--- src/rtl/rr_decode_arbiter.sv ---
// rr_decode_arbiter
// Round-robin arbiter that shares one 3-to-8 enable decoder among eight
// requesters. It drives the decoder index/enable (gnt_idx/gnt_valid) and the
// decoded one-hot grant. Grants are bounded by MAX_HOLD cycles. A requester
// that is revoked by the bound is locked out until it drops its request.
// Every output comes straight from a flop.
module rr_decode_arbiter #(
    parameter int unsigned MAX_HOLD = 15
) (
    input  logic       clk,
    input  logic       rst_n,
    input  logic       en,
    input  logic [7:0] req,
    output logic [7:0] gnt,
    output logic [2:0] gnt_idx,
    output logic       gnt_valid,
    output logic       timeout
);

    localparam int unsigned HCW = $clog2(MAX_HOLD + 1);

    typedef enum logic [0:0] {
        ST_IDLE  = 1'b0,
        ST_GRANT = 1'b1
    } state_t;

    state_t           state_q, state_d;
    logic [2:0]       ptr_q, ptr_d;
    logic [HCW-1:0]   hold_cnt_q, hold_cnt_d;
    logic [7:0]       blk_q, blk_d;
    logic [7:0]       gnt_q, gnt_d;
    logic [2:0]       gnt_idx_q, gnt_idx_d;
    logic             gnt_valid_q, gnt_valid_d;
    logic             timeout_q, timeout_d;

    logic [7:0]       elig_s;
    logic [3:0]       pick_s;

    // First set bit of elig scanning start, start+1, ... modulo 8.
    // Result bit 3 flags that a winner exists; bits 2:0 hold its index.
    function automatic logic [3:0] rr_pick(input logic [7:0] elig, input logic [2:0] start);
        logic [3:0] res;
        logic [2:0] idx;
        res = 4'd0;
        for (int k = 7; k >= 0; k--) begin
            idx = start + 3'(k);
            if (elig[idx]) begin
                res = {1'b1, idx};
            end else begin
                res = res;
            end
        end
        return res;
    endfunction

    // Requesters that may win this cycle and the round-robin winner among them.
    always_comb begin
        elig_s = req & ~blk_q;
        pick_s = rr_pick(elig_s, ptr_q);
    end

    // Next-state logic: grant from IDLE, release or timeout from GRANT.
    always_comb begin
        state_d     = state_q;
        ptr_d       = ptr_q;
        hold_cnt_d  = hold_cnt_q;
        // A lockout ends on any cycle where that requester is seen low.
        blk_d       = blk_q & req;
        gnt_d       = gnt_q;
        gnt_idx_d   = gnt_idx_q;
        gnt_valid_d = gnt_valid_q;
        timeout_d   = 1'b0;
        case (state_q)
            ST_IDLE: begin
                if (en && pick_s[3]) begin
                    state_d     = ST_GRANT;
                    gnt_idx_d   = pick_s[2:0];
                    gnt_valid_d = 1'b1;
                    gnt_d       = 8'd1 << pick_s[2:0];
                    hold_cnt_d  = HCW'(1);
                end else begin
                    gnt_d       = 8'h00;
                    gnt_valid_d = 1'b0;
                end
            end
            ST_GRANT: begin
                if (!en || !req[gnt_idx_q]) begin
                    state_d     = ST_IDLE;
                    ptr_d       = gnt_idx_q + 3'd1;
                    hold_cnt_d  = '0;
                    gnt_d       = 8'h00;
                    gnt_valid_d = 1'b0;
                end else if (hold_cnt_q == HCW'(MAX_HOLD)) begin
                    // Owner still wants the decoder: revoke and lock it out.
                    state_d          = ST_IDLE;
                    ptr_d            = gnt_idx_q + 3'd1;
                    hold_cnt_d       = '0;
                    gnt_d            = 8'h00;
                    gnt_valid_d      = 1'b0;
                    timeout_d        = 1'b1;
                    blk_d[gnt_idx_q] = 1'b1;
                end else begin
                    hold_cnt_d = hold_cnt_q + HCW'(1);
                end
            end
            default: begin
                state_d     = ST_IDLE;
                hold_cnt_d  = '0;
                gnt_d       = 8'h00;
                gnt_valid_d = 1'b0;
            end
        endcase
    end

    // State and output registers with asynchronous clear.
    always_ff @(posedge clk or negedge rst_n) begin
        if (!rst_n) begin
            state_q     <= ST_IDLE;
            ptr_q       <= 3'd0;
            hold_cnt_q  <= '0;
            blk_q       <= 8'h00;
            gnt_q       <= 8'h00;
            gnt_idx_q   <= 3'd0;
            gnt_valid_q <= 1'b0;
            timeout_q   <= 1'b0;
        end else begin
            state_q     <= state_d;
            ptr_q       <= ptr_d;
            hold_cnt_q  <= hold_cnt_d;
            blk_q       <= blk_d;
            gnt_q       <= gnt_d;
            gnt_idx_q   <= gnt_idx_d;
            gnt_valid_q <= gnt_valid_d;
            timeout_q   <= timeout_d;
        end
    end

    assign gnt       = gnt_q;
    assign gnt_idx   = gnt_idx_q;
    assign gnt_valid = gnt_valid_q;
    assign timeout   = timeout_q;

endmodule

--- config.mk ---
export PLATFORM = sky130hd
export DESIGN_NAME = rr_decode_arbiter
export DESIGN_NICKNAME = d
export VERILOG_FILES = /design/src/rtl/rr_decode_arbiter.sv
export SDC_FILE = /design/constraint.sdc
export NUM_CORES = 1
export LEC_CHECK = 0
export BUFFER_PORTS_ARGS = -buffer_cell sky130_fd_sc_hd__buf_2
export CAP_MARGIN = 20
export CORE_UTILIZATION = 57
export CTS_CLUSTER_DIAMETER = 80
export DETAILED_ROUTE_END_ITERATION = 8
export PLACE_DENSITY = 0.78
export RECOVER_POWER = 50
export SETUP_SLACK_MARGIN = 0.05
export SYNTH_ARGS = -nofsm -noshare
export SYNTH_HDL_FRONTEND = slang
export SYNTH_SLANG_ARGS = --single-unit
--- constraint.sdc ---
create_clock -name clk -period 3.05 [get_ports clk]
set_input_delay 0.305 -clock clk [delete_from_list [all_inputs] [get_ports clk]]
set_output_delay 0.305 -clock clk [all_outputs]
set_load 0.005 [all_outputs]
* After elaboration in Yosys (flattened, before gate mapping)
Index checks and enable logic that the tools add are counted.
** Storage, ports and cells
- Register bits after elaboration :: 29
- Input port bits :: 11
- Output and inout bits :: 13
- Word-level logic and storage cells :: 95
** Cells by class
- Add/sub/neg operators :: 9
- Order comparisons :: 10
- Equality and inequality tests :: 3
- Shift-type cells :: 1
- Multiplexer cells :: 51
- Bitwise gates (word level) :: 5
- Reduce and logical (&&, ||, !) cells :: 8
** Operators by type and width (number)
- $mux 8 :: 6
- $mux 4 :: 11
- $lt 3x4->1 const B :: 9
- $bmux 1 s3 :: 9
- $mux 1 :: 18
- $and 8x8->8 :: 2
- $pmux 8 s2 :: 1
- $add 3x3->3 const B :: 4
- $not 8->8 :: 1
- $or 8x8->8 :: 1
- $pmux 4 s2 :: 1
- $shl 1x3->8 const A :: 1
- $add 3x1->3 const B :: 2
- $add 3x2->3 const B :: 2
- $mux 3 :: 2
- $add 4x1->4 const B :: 1
- $eq 4x4->1 const B :: 1
- $pmux 1 s2 :: 2
- $reduce_and 2->1 :: 2
- $demux 1 s3 :: 1
- $ge 3x1->1 const B :: 1
- $ne 3x1->1 const B :: 1
- $logic_and 1x1->1 :: 2
- $logic_not 1->1 :: 2
- 4 further kinds :: 4

* Logic depth before layout (Yosys ltp)
- Depth in word-level cells :: 15
- Depth in mapped cells :: 10
- Mapped depth without buffers :: 9

* Worst setup path before layout
Ideal clock, no wire load.
- Kind :: register to register
- From :: reg ptr_q[1]
- To :: reg gnt_q[0], in the netlist gnt[0]
- Setup time :: 0.139 ns
- Arrival time :: 2.523 ns
- Required time :: 2.911 ns
- Slack :: 0.388 ns
- Cell stages (with the launch flop) :: 11
- Buffers on the path :: 1
- Period minus slack after synthesis :: 2.662 ns
- Cells stage by stage :: dfrtp_1 > buf_2 > inv_2 > ha_1 > clkinv_1 > mux4_2 > a21boi_0 > a31oi_1 > o221a_2 > o21ai_0 > o31ai_1
** Between the ends
- Word-level cells in the longest chain between the ends :: 14
- Elaborated cells between the ends (all ways) :: 35
- Those cells by class :: add/sub: 7; shift: 1; mux: 26; reduce/logical: 1
** Ends and longest elaborated chain
- from (decl) :: line 28 : logic [2:0] ptr_q, ptr_d;
- from (signal assigned) :: line 128 : ptr_q <= ptr_d;
- $add 3x3->3 :: line 46 : idx = start + 3'(k);
- $bmux 1 s3 :: line 47 : if (elig[idx]) begin
- $mux 1 (not written as such) :: line 47
- $mux 4 (7 in a row) :: line 47
- $mux 4 (*) :: line 47
- $shl 1x3->8 or $logic_and 1x1->1 (tied branches) :: line 79, 75
- $mux 8 (*) :: line 75 : if (en && pick_s[3]) begin
- $pmux 8 s2 (*) :: line 73 : case (state_q)
- to (signal assigned) :: line 131 : gnt_q <= gnt_d;
- to (decl) :: line 31 : logic [7:0] gnt_q, gnt_d;
Mark *: on every way between the ends. The rest lies on a longest branch, timed or not. The select of a mux whose other input is x is not followed.
A chain may end at the register's enable or synchronous reset.

* Worst setup path in the final report
- From :: reg ptr_q[0]
- To :: reg hold_cnt_q[1]
** Between the ends
- Word-level cells in the longest chain between the ends :: 13
- Elaborated cells between the ends (all ways) :: 33
- Those cells by class :: add/sub: 7; eq/ne: 1; mux: 24; reduce/logical: 1
** Ends and longest elaborated chain
- $add 3x3->3 :: line 46
- $bmux 1 s3 :: line 47
- $mux 1 (not written as such) :: line 47
- $mux 4 (7 in a row) :: line 47
- $mux 4 (*) :: line 47
- $logic_and 1x1->1 (*) :: line 75
- $ne 2x2->1 (no line) (*)
- to (signal assigned) :: line 129 : hold_cnt_q <= hold_cnt_d;
- to (decl) :: line 29 : logic [HCW-1:0] hold_cnt_q, hold_cnt_d;
Marks and branches as above.

==> summary.md <==
| Metric | Value |
|---|---|
| Run status | finished, violations left |
| Violated checks | capacitance limit, slew limit |
| H-Tree Depth | 2 |
| Avg Inst Size Synth | 9.599 um^2 |
| Initial antenna violation count | 0 |
| Met2 Usage GRT | 0.4796 |
| Req. time, crit path | 3.26 ns |
| Post-synth ARST share | 1.000 |
| Worst-Skew Late Latency | 0.28 ns |
| Largest net degree at the start of global routing | 30 |
| Pre-Repair DR Iteration Count | 4 |
| Vias in the first global route | 2077 |
| Area Growth Syn to Fin | 14.17% |
| Top-count cell post-synth | dfrtp_1 |
| Commonest cells in the netlist | dfrtp_1, nand2_1, nor2_1 |
| Worst Max-Slew Pin Slew | 1.546 ns |
| Synth Flop Type | dfrtp_1 |
| CP Launch Type | register |
| Die Y-Extent | 65.71 um |
| Final setup viols | 0 |
| Clk sink count | 29 |
| Met3 usage | 0.05035 |
| Detail Route Antenna Nets | 0 |
| Top Usage Layer GRT | met2 |
| Final Core Density | 0.7004 |
| Initial core utilization | 0.6135 |
| Main combinational cell family by area after synthesis | compound AO/OA/AOI/OAI gates |
| Fillers | 282 |
| Antenna diodes | 0 |
| DRC viols | 0 |
| Post-synthesis compound-gate area fraction | 0.2499 |
| HP Class | in2reg |
| Vias | 2119 |
| F_max | 0.3557 GHz |
| Tmin final | 2.812 ns |
| Multiplexer share of the synthesized area | 0.1541 |
| Post-route setup slack | 0.2384 ns |
| Setup Crit Path Kind | reg2reg |
| Num CTS Buffers | 5 |
| Synth Area in Adders | 0.02163 |
| Leakage power | 1.162 nW |
| Routed len/inst | 18.44 um |
| Final worst-path cycle share | 0.9218 |
| Synthesized Nets | 256 |
| Synthesized cell area | 2313 um^2 |
| GRT Total Usage | 0.3095 |
| First-pass GRT wire length | 10070 um |
| Vias per cell | 6.540 |
| Synth Register Bits | 29 |
| Reg clk slew, reported paths | 0.06 ns |
| PortBufs | 23 |
| Horiz. Die Dim | 65.71 um |
| Setup crit end kind | register |
| Simple logic cell fraction of the synthesized area | 0.2023 |
| Initial drt markers | 192 |
| DP Worst Slack | 0.1461 ns |
| Crit Path Max Fanout | 9 |
| Top-area cell type share of the netlist area | 0.3137 |
| Worst ir drop on vdd | 607.6 uV |
| Crit path arrival time | 3.02 ns |
| Dpl cells | 317 |
| Clock Skew | 0.008040 ns |
| Max Cap Violations | 1 |
| CTS tree | yes |
| Count of cell types in the netlist | 62 |
| Top area cells in the synthesized netlist | dfrtp_1, mux4_2, o31ai_1 |
| Setup Buffers After CTS | 0 |
| Fraction of layout cells with a size suffix above 1 | 0.2609 |
| Cell area power density | 1219 nW/um^2 |
| Cell Rows | 22 |
| Relative slew slack | -0.03034 |
| Synth Area in XOR/XNOR | 0.01839 |
| Final net count | 291 |
| Post-synth EDFFs | 0 |
| CTS max path bufs | 2 |
| Total Wirelength | 5973 um |
| Yosys warns | 0 |
| RSZ-0062 raised after global routing | no |
| Gate Count Post-Synth | 241 |
| Register area share after synthesis | 0.3137 |
| Setup_tns | 0 ns |
| Synth area leader | dfrtp_1 |
| Io pins | 24 |
| Cell Count, Final, Fillers Out | 324 |
| Die ar. | 4318 um^2 |
| Hold Violations, Final | 0 |
| Core area | 3771 um^2 |
| Max-slew violation count | 30 |
| GP Congestion | 0.9999 |
| DP Wirelength | 4670 um |
| Global Route met1 Usage | 0.4313 |
| Root buffer cell | clkbuf_8 |
| Congestion Overflow GR | 0 |
==> area by class of cell <==
cell class	count	area [um^2]	share of cell area
multi-input combinational	193	1510	0.5718
sequential	29	726.9	0.2752
timing repair buffer	36	209.0	0.07911
clock buffer	7	86.33	0.03269
tap	48	60.06	0.02274
inverter	11	48.80	0.01847
==> placed cells by master, fill, tap and decap left out, types with 4 or more instances in the layout <==
cell type	instances
a211o_1	4
a21oi_1	11
buf_2	20
buf_4	13
clkbuf_1	4
clkbuf_8	6
dfrtp_1	28
inv_1	8
mux2i_1	6
mux4_2	11
nand2_1	23
nand2b_1	12
nor2_1	17
nor2b_1	5
nor3_1	7
o21a_1	4
o21ai_0	12
o31ai_1	12
==> metrics by stage <==
step	power, mW	instance area, um^2	hold slack, ns
after CTS	3.153	2629	0.06827
final	3.220	2641	0.2941
after detailed placement	2.832	2542	0.3684
after global routing	3.447	2641	0.2885
after floorplan	2.234	2313	0.009409
after global placement	2.788	2542	0.3599
==> worst max-delay path, cell delays in order, from the launching register on <==
cell      delay, ns
dfrtp_2        0.49
inv_8          0.07
buf_4          0.20
mux2i_1        0.49
mux4_2         0.38
nor4bb_4       0.46
a31oi_1        0.22
nor2_1         0.27
a22o_1         0.17
==> metal layers <==
layer  vias to the layer above  share of wire
li1                       1000              -
met1                      1051           0.46
met2                        55           0.48
met3                        13          0.036
met4                         0          0.016
met5                         -              0
==> registers in the layout, indices dropped and copies added (netlist names) <==
name / flops
blk_q: 8
gnt: 8
hold_cnt_q: 4
gnt_idx: 3
ptr_q: 3
gnt_valid: 1
state_q: 1
timeout: 1
==> cells by family after synthesis <==
group	Yosys count
simple gates	86
compound gates	78
flops	29
mux	21
buf+inv	19
xor+xnor	4
fa+ha+maj	4
==> what timing repair did <==
item | in CTS | in global routing
setup endpoints to repair | 0 | 12
resized for setup | 0 | 4
endpoints found under the hold margin | 0 | 0
hold buffers | 0 | 0
==> report_power, final <==
| part | switching (mW) | leakage (nW) | internal [mW] | total [mW] |
|---|---|---|---|---|
| logic | 1.22 | 0.737 | 1.02 | 2.24 |
| registers | 0.178 | 0.381 | 0.487 | 0.665 |
| clock network | 0.134 | 0.0443 | 0.179 | 0.313 |
| total | 1.54 | 1.16 | 1.69 | 3.22 |
==> worst paths after layout <==
check	cells after the start	to	slack, ns	from
hold reg to reg	2	gnt[3]	0.48	gnt[3]
max in group asynchronous	1	ptr_q[0]	1.63	rst_n
setup reg to reg	8	hold_cnt_q[1]	0.24	ptr_q[0]
hold / removal	3	blk_q[2]	0.29	req[2]
min in group asynchronous	1	gnt[0]	0.40	rst_n
setup / recovery	8	hold_cnt_q[1]	0.24	ptr_q[0]
Power figures use the tool's default switching activity.
